[src/rtl/serial_add_ctrl_if.sv]
// Handshake/data bundle for the bit-serial adder sequencer.
// master: start, a, b, cin out; busy, done, sum, cout, overflow in.
// slave : the sequencer side, directions mirrored.
interface serial_add_ctrl_if #(
   parameter int WIDTH = 8
);
   logic             start;
   logic [WIDTH-1:0] a;
   logic [WIDTH-1:0] b;
   logic             cin;
   logic             busy;
   logic             done;
   logic [WIDTH-1:0] sum;
   logic             cout;
   logic             overflow;

   modport master (
      output start, a, b, cin,
      input  busy, done, sum, cout, overflow
   );

   modport slave (
      input  start, a, b, cin,
      output busy, done, sum, cout, overflow
   );
endinterface

[src/rtl/serial_add_ctrl.sv]
// Bit-serial N-bit adder: one 1-bit full adder reused over WIDTH cycles.
// Ports: clk, reset (async, active-high); bus = start/a/b/cin in,
// busy/done/sum/cout/overflow out (serial_add_ctrl_if.slave).
module FullAdder (
   input  logic a_i,
   input  logic b_i,
   input  logic c_i,
   output logic s_o,
   output logic c_o
);
   assign s_o = a_i ^ b_i ^ c_i;
   assign c_o = (a_i & b_i) | (c_i & (a_i ^ b_i));
endmodule

module serial_add_ctrl #(
   parameter int WIDTH = 8
) (
   input logic           clk,
   input logic           reset,
   serial_add_ctrl_if.slave bus
);
   localparam int CW = $clog2(WIDTH + 1);
   localparam logic [CW-1:0] LAST = CW'(WIDTH - 1);

   localparam logic [1:0] IDLE = 2'd0;
   localparam logic [1:0] RUN  = 2'd1;
   localparam logic [1:0] DONE = 2'd2;

   logic [1:0]       state_q, state_d;
   logic [WIDTH-1:0] a_sh_q, a_sh_d;
   logic [WIDTH-1:0] b_sh_q, b_sh_d;
   logic [WIDTH-1:0] sum_sh_q, sum_sh_d;
   logic             carry_q, carry_d;
   logic [CW-1:0]    cnt_q, cnt_d;
   logic [WIDTH-1:0] sum_q, sum_d;
   logic             cout_q, cout_d;
   logic             ovf_q, ovf_d;

   logic             fa_s;
   logic             fa_c;
   logic [WIDTH-1:0] sum_shift;

   FullAdder u_fa (
      .a_i (a_sh_q[0]),
      .b_i (b_sh_q[0]),
      .c_i (carry_q),
      .s_o (fa_s),
      .c_o (fa_c)
   );

   // New bit enters at the MSB; after WIDTH shifts bit i is result bit i.
   assign sum_shift = WIDTH'({fa_s, sum_sh_q} >> 1);

   always_comb begin
      state_d  = state_q;
      a_sh_d   = a_sh_q;
      b_sh_d   = b_sh_q;
      sum_sh_d = sum_sh_q;
      carry_d  = carry_q;
      cnt_d    = cnt_q;
      sum_d    = sum_q;
      cout_d   = cout_q;
      ovf_d    = ovf_q;
      case (state_q)
         IDLE: begin
            if (bus.start) begin
               a_sh_d   = bus.a;
               b_sh_d   = bus.b;
               carry_d  = bus.cin;
               sum_sh_d = '0;
               cnt_d    = '0;
               state_d  = RUN;
            end
         end
         RUN: begin
            carry_d  = fa_c;
            sum_sh_d = sum_shift;
            a_sh_d   = a_sh_q >> 1;
            b_sh_d   = b_sh_q >> 1;
            cnt_d    = cnt_q + 1'b1;
            if (cnt_q == LAST) begin
               sum_d   = sum_shift;
               cout_d  = fa_c;
               // carry out of MSB xor carry into MSB
               ovf_d   = fa_c ^ carry_q;
               cnt_d   = '0;
               state_d = DONE;
            end
         end
         DONE: state_d = IDLE;
         default: state_d = IDLE;
      endcase
   end

   always_ff @(posedge clk or posedge reset) begin
      if (reset) begin
         state_q  <= IDLE;
         a_sh_q   <= '0;
         b_sh_q   <= '0;
         sum_sh_q <= '0;
         carry_q  <= 1'b0;
         cnt_q    <= '0;
         sum_q    <= '0;
         cout_q   <= 1'b0;
         ovf_q    <= 1'b0;
      end else begin
         state_q  <= state_d;
         a_sh_q   <= a_sh_d;
         b_sh_q   <= b_sh_d;
         sum_sh_q <= sum_sh_d;
         carry_q  <= carry_d;
         cnt_q    <= cnt_d;
         sum_q    <= sum_d;
         cout_q   <= cout_d;
         ovf_q    <= ovf_d;
      end
   end

   assign bus.busy     = (state_q == RUN);
   assign bus.done     = (state_q == DONE);
   assign bus.sum      = sum_q;
   assign bus.cout     = cout_q;
   assign bus.overflow = ovf_q;
endmodule

[src/flat_wrapper.sv]
// flat-port wrapper written by rule: the top's interface ports become plain ports
module serial_add_ctrl_flat 
#(
   parameter int WIDTH = 8
)
  (clk, reset, bus_start, bus_a, bus_b, bus_cin, bus_busy, bus_done, bus_sum, bus_cout, bus_overflow);
  serial_add_ctrl_if #(.WIDTH(WIDTH)) bus_i ();
  input logic clk;
  input logic reset;
  input wire logic [$bits(bus_i.start)-1:0] bus_start;
  input wire logic [$bits(bus_i.a)-1:0] bus_a;
  input wire logic [$bits(bus_i.b)-1:0] bus_b;
  input wire logic [$bits(bus_i.cin)-1:0] bus_cin;
  output wire logic [$bits(bus_i.busy)-1:0] bus_busy;
  output wire logic [$bits(bus_i.done)-1:0] bus_done;
  output wire logic [$bits(bus_i.sum)-1:0] bus_sum;
  output wire logic [$bits(bus_i.cout)-1:0] bus_cout;
  output wire logic [$bits(bus_i.overflow)-1:0] bus_overflow;
  assign bus_i.start = bus_start;
  assign bus_i.a = bus_a;
  assign bus_i.b = bus_b;
  assign bus_i.cin = bus_cin;
  assign bus_busy = bus_i.busy;
  assign bus_done = bus_i.done;
  assign bus_sum = bus_i.sum;
  assign bus_cout = bus_i.cout;
  assign bus_overflow = bus_i.overflow;
  serial_add_ctrl #(.WIDTH(WIDTH)) u_core (.clk(clk), .reset(reset), .bus(bus_i));
endmodule
[config.mk]
export PLATFORM = sky130hd
export DESIGN_NAME = serial_add_ctrl_flat
export DESIGN_NICKNAME = d
export VERILOG_FILES = /design/src/rtl/serial_add_ctrl_if.sv /design/src/rtl/serial_add_ctrl.sv /design/src/flat_wrapper.sv
export SDC_FILE = /design/constraint.sdc
export NUM_CORES = 1
export LEC_CHECK = 0
export CORE_UTILIZATION = 51
export CTS_CLUSTER_SIZE = 25
export DETAILED_ROUTE_END_ITERATION = 10
export GPL_ROUTABILITY_DRIVEN = 1
export PLACE_DENSITY = 0.75
export RECOVER_POWER = 100
export SYNTH_ARGS = -nofsm -noshare
export SYNTH_HDL_FRONTEND = slang
export SYNTH_SLANG_ARGS = --single-unit
[constraint.sdc]
create_clock -name clk -period 2 [get_ports clk]
set_input_delay 0.2 -clock clk [delete_from_list [all_inputs] [get_ports clk]]
set_output_delay 0.2 -clock clk [all_outputs]
set_load 0.03 [all_outputs]
Word-level counts from Yosys, hierarchy flattened --
Cells that the tools add are included.
Cells by class: add/subtract/negate cells 1, equality and inequality tests 5, multiplexer cells 14, bitwise logic cells 6, reductions and logical operators 5
Operator list (count):
- $pmux 8 s2 | 3
- $mux 8 | 3
- $mux 4 | 2
- $pmux 4 s2 | 1
- $reduce_and 2->1 | 3
- $add 4x1->4 const B | 1
- $eq 4x3->1 const B | 1
- $mux 2 | 2
- $pmux 2 s2 | 1
- $xor 1x1->1 | 3
- $and 1x1->1 | 2
- $eq 2x1->1 const B | 1
- $eq 2x2->1 const B | 1
- $logic_not 2->1 | 1
- $ne 2x1->1 const B | 1
- $ne 2x2->1 const B | 1
- $pmux 1 s2 | 1
- $reduce_bool 2->1 | 1
- $mux 1 | 1
- $or 1x1->1 | 1
Word-level totals: bits in registers 41, input port bits 20

Depth between registers and ports, before layout --
depth in word-level cells 4, depth in mapped cells 6, mapped depth without buffers 4

Cells and area by module --
A second synthesis with hierarchy kept.
Unflattened totals: cells, all modules 142, area total of the unflattened synthesis 1756.7 um^2
Modules (own cells, without submodules):
- serial_add_ctrl | times used 1, cells an instance 141, area each 1736.7 um^2, seq. area each 1001.0 um^2
- FullAdder | times used 1, cells an instance 1, area each 20.0 um^2, seq. area each 0.0 um^2

Worst setup path before layout --
Ideal clock, no wire load.
path type flip-flop to flip-flop, from reg u_core.cnt_q[0], to reg u_core.cout_q, in the netlist u_core.bus.cout, setup time 0.125 ns, arrival 1.325 ns, slack 0.550 ns, stages on the path, launching flop included 6, buffers on the path 1, period minus slack after synthesis 1.450 ns, cell sequence dfrtp_1 > ha_1 > nand3b_1 > nor3b_2 > buf_6 > mux2_2
On the way: cells in the longest elaborated chain, start to end 2
Ends and longest elaborated chain:
- start: declaration | line serial_add_ctrl.sv:34 | logic [CW-1:0] cnt_q, cnt_d;
- start signal: assignment | line serial_add_ctrl.sv:112 | cnt_q <= cnt_d;
- $eq 4x3->1 | line serial_add_ctrl.sv:81 | if (cnt_q == LAST) begin
- $reduce_and 2->1 (no line)
- end signal: assignment | line serial_add_ctrl.sv:114 | cout_q <= cout_d;
- end: declaration | line serial_add_ctrl.sv:36 | logic cout_q, cout_d;
Every way passes these cells. A chain may end at the register's enable or synchronous reset.

Final worst setup path --
from reg u_core.state_q[0], to out bus_done
On the way: cells in the longest elaborated chain, start to end 1
Ends and longest elaborated chain:
- start: declaration | line serial_add_ctrl.sv:29 | logic [1:0] state_q, state_d;
- start signal: assignment | line serial_add_ctrl.sv:107 | state_q <= state_d;
- $eq 2x2->1 | line serial_add_ctrl.sv:120 | assign bus.done = (state_q == DONE);
- end: declaration | line flat_wrapper.sv:15 | output wire logic [$bits(bus_i.done)-1:0] bus_done;
Every way passes these cells.

==> qor.yml <==
status: "completed"
seq_area_frac_synth: 0.5678
synth-simple-area-share: 0.08730
die_area_mm2: 0.003696
clock_latency_ns: 0.35
synth.area.mux_share: 0.1441
die_height_um: 60.80
globalplace.congestion: 0.8119
cts_tree: "yes"
multi_input_area_um2: 673.1
seqCellArea_mm2: 0.001001
synth_cells: 145
synth_top_area_frac: 0.5678
yosys_warnings: 0
cpMaxStageDelayCell: "clkdlybuf4s50_1"
power_density_mw_per_mm2: 1511
crit_fanout: 11
clock_skew_ns: 0.01102
cp-start-kind: "register"
synth-seq-cells: 40
final_cell_mix: "dfrtp_1, o21ai_0, nand2_1, clkdlybuf4s50_1, mux2i_1"
grt_max_degree: 41
htreeDepth: 2
cts-buffers-inserted: 5
hp-class: "in -> reg"
gr-total-overflow: 0
syn-cell-area_mm2: 0.001763
clkTransAtPathRegs_ns: 0.11
fmax_mhz: 527.3
drcViolationCount: 0
vias_per_cell: 5.280
insertedDiodeCount: 0
cp.required_ns: 1.80
layout_commonest_cell: "dfrtp_1"
cts_buffer_depth: 2
wl_um: 3306
vias: 1188
final_core_util: 0.6825
cts_num_sinks: 40
antenna_left: 0
worst_pin_slew_ns: 0.9748
grt_pass1_wl_um: 5533
leakagePower_nw: 1.030
irDropWorstVdd_v: 0.0009131
syn_nets: 167
arrival_ns: 1.70
drv_cap: 0
synth-adder-area-share: 0.01845
hold_viol_final: 0
setup_viol: 0
synth_compound_area_frac: 0.1221
drt_iter0_drc: 50
max_slew_margin: 0.3501
grt_antenna_before_repair: 0
area_delta_synth_final_pct: 22.07
die_x_um: 60.80
dp_hpwl_um: 2340
core-area_mm2: 0.003153
synth_top_family_by_area: "multiplexers"
cpPeakStageDelay_ns: 0.68
synthXorXnorAreaFrac: 0.009936
synth_cell_types: 26
nets: 202
worst-setup-path-type: "reg -> out"
grt_setup_unrepaired: "no"
period_share: 0.9482
initial_core_util: 0.5591
io_pins: 32
end_kind: "primary output"
wl_per_cell_um: 14.69
yosysTopAreaCell: "dfrtp_1"
finalCriticalPeriod_ns: 1.896
cts_hold_buf: 0
drive_gt1_frac: 0.1381
grt_pass1_vias: 1183
ctsRootBufferMaster: "clkbuf_4"
cts_resized: 0
synth.area.top_cells: "dfrtp_1, mux2i_1, mux2_2"
setup_tns_ns: 0
cts_setup_buffers: 0
n_fill_cell: 269
synth.avg_cell_area_um2: 12.16
numPortBuffers: 31
crit_chain: "nor2b_1 > clkdlybuf4s50_1"
drv_slew: 0
grt_usage: 0.2152
row_count: 20
first_pass_iters: 4
sequential cells by signal (all words and copies together) (netlist names):
register,cells
u_core.b_sh_q,8
u_core.bus.cout,1
u_core.sum_sh_q,7
u_core.carry_q,1
u_core.a_sh_q,8
u_core.state_q,2
u_core.bus.overflow,1
u_core.cnt_q,4
u_core.bus.sum,8
area by class of cell:
cell class                      count  share of cell area
Tap cell                           44             0.02558
Sequential cell                    40              0.4651
Inverter                            2            0.003488
Clock buffer                        6             0.01919
Multi-Input combinational cell     93              0.3128
Timing Repair Buffer               38              0.1576
Clock inverter                      2             0.01628
critical path: cells and delay by family (launching register included):
family	cells	cell delay, ns
buffers and inverters	1	0.68
flip-flops	1	0.52
AND/OR/NAND/NOR	1	0.16
worst paths after layout:
kind	to	slack, ns	start	depth (start not counted)
hold reg to reg	u_core.b_sh_q[4]	0.50	u_core.b_sh_q[4]	2
min in group asynchronous	u_core.sum_sh_q[1]	0.61	reset	3
setup / recovery	bus_done	0.10	u_core.state_q[0]	2
hold / removal	u_core.a_sh_q[7]	0.47	bus_a[7]	3
setup reg to reg	u_core.bus.sum[6]	0.12	u_core.cnt_q[0]	5
max in group asynchronous	u_core.b_sh_q[7]	0.78	reset	3
through the flow:
| step | total power, mW | hold slack (ns) | instances | worst slack, ns | instance area [um2] |
|---|---|---|---|---|---|
| 5_1_grt | 3.500 | 0.4815 | 225 | 0.007070 | 2152 |
| 6_report | 3.252 | 0.4682 | 225 | 0.1036 | 2152 |
| 3_5_place_dp | 2.838 | 0.4738 | 217 | 0.4555 | 2101 |
| 4_1_cts | 3.360 | 0.3077 | 225 | 0.07478 | 2177 |
| 2_1_floorplan | 2.402 | 0.3822 | 145 | 0.5498 | 1763 |
| 3_3_place_gp | 2.750 | 0.4608 | 217 | 0.4953 | 2101 |
metal layers:
metal	routed length [um]	up-vias	global-route usage
met3	144	5	0.07676
met1	1498	584	0.2679
li1	-	573	-
met4	50	0	0.07792
met2	1613	26	0.3469
met5	0	-	0
synth_stat cells:
cell,n
a21oi_1,4
clkbuf_1,1
nand3_1,1
a22o_1,8
and3b_1,1
xor2_1,2
buf_6,4
fa_1,1
mux2_2,11
dfrtp_1,40
nand2_1,19
nor3b_2,1
buf_2,2
buf_4,3
nor2_1,1
o21ai_0,19
nor2b_4,1
a22o_2,1
o21bai_1,1
ha_1,1
inv_1,2
nor2b_1,5
a22oi_1,1
o21ai_1,1
nand3b_1,1
mux2i_1,13
power by group:
| group | internal, mW | switching, mW | leakage, nW | total [mW] |
|---|---|---|---|---|
| logic | 0.621 | 0.698 | 0.475 | 1.32 |
| registers | 1.16 | 0.251 | 0.513 | 1.41 |
| clock network | 0.262 | 0.258 | 0.0422 | 0.520 |
cells by family after synthesis:
kind of cell,Yosys count
flip-flops,40
AND/OR/NAND/NOR,30
adder cells (fa/ha/maj),2
AO/OA/AOI/OAI,35
multiplexers,24
buffers and inverters,12
XOR/XNOR,2
(Power assumes the default switching activity.)
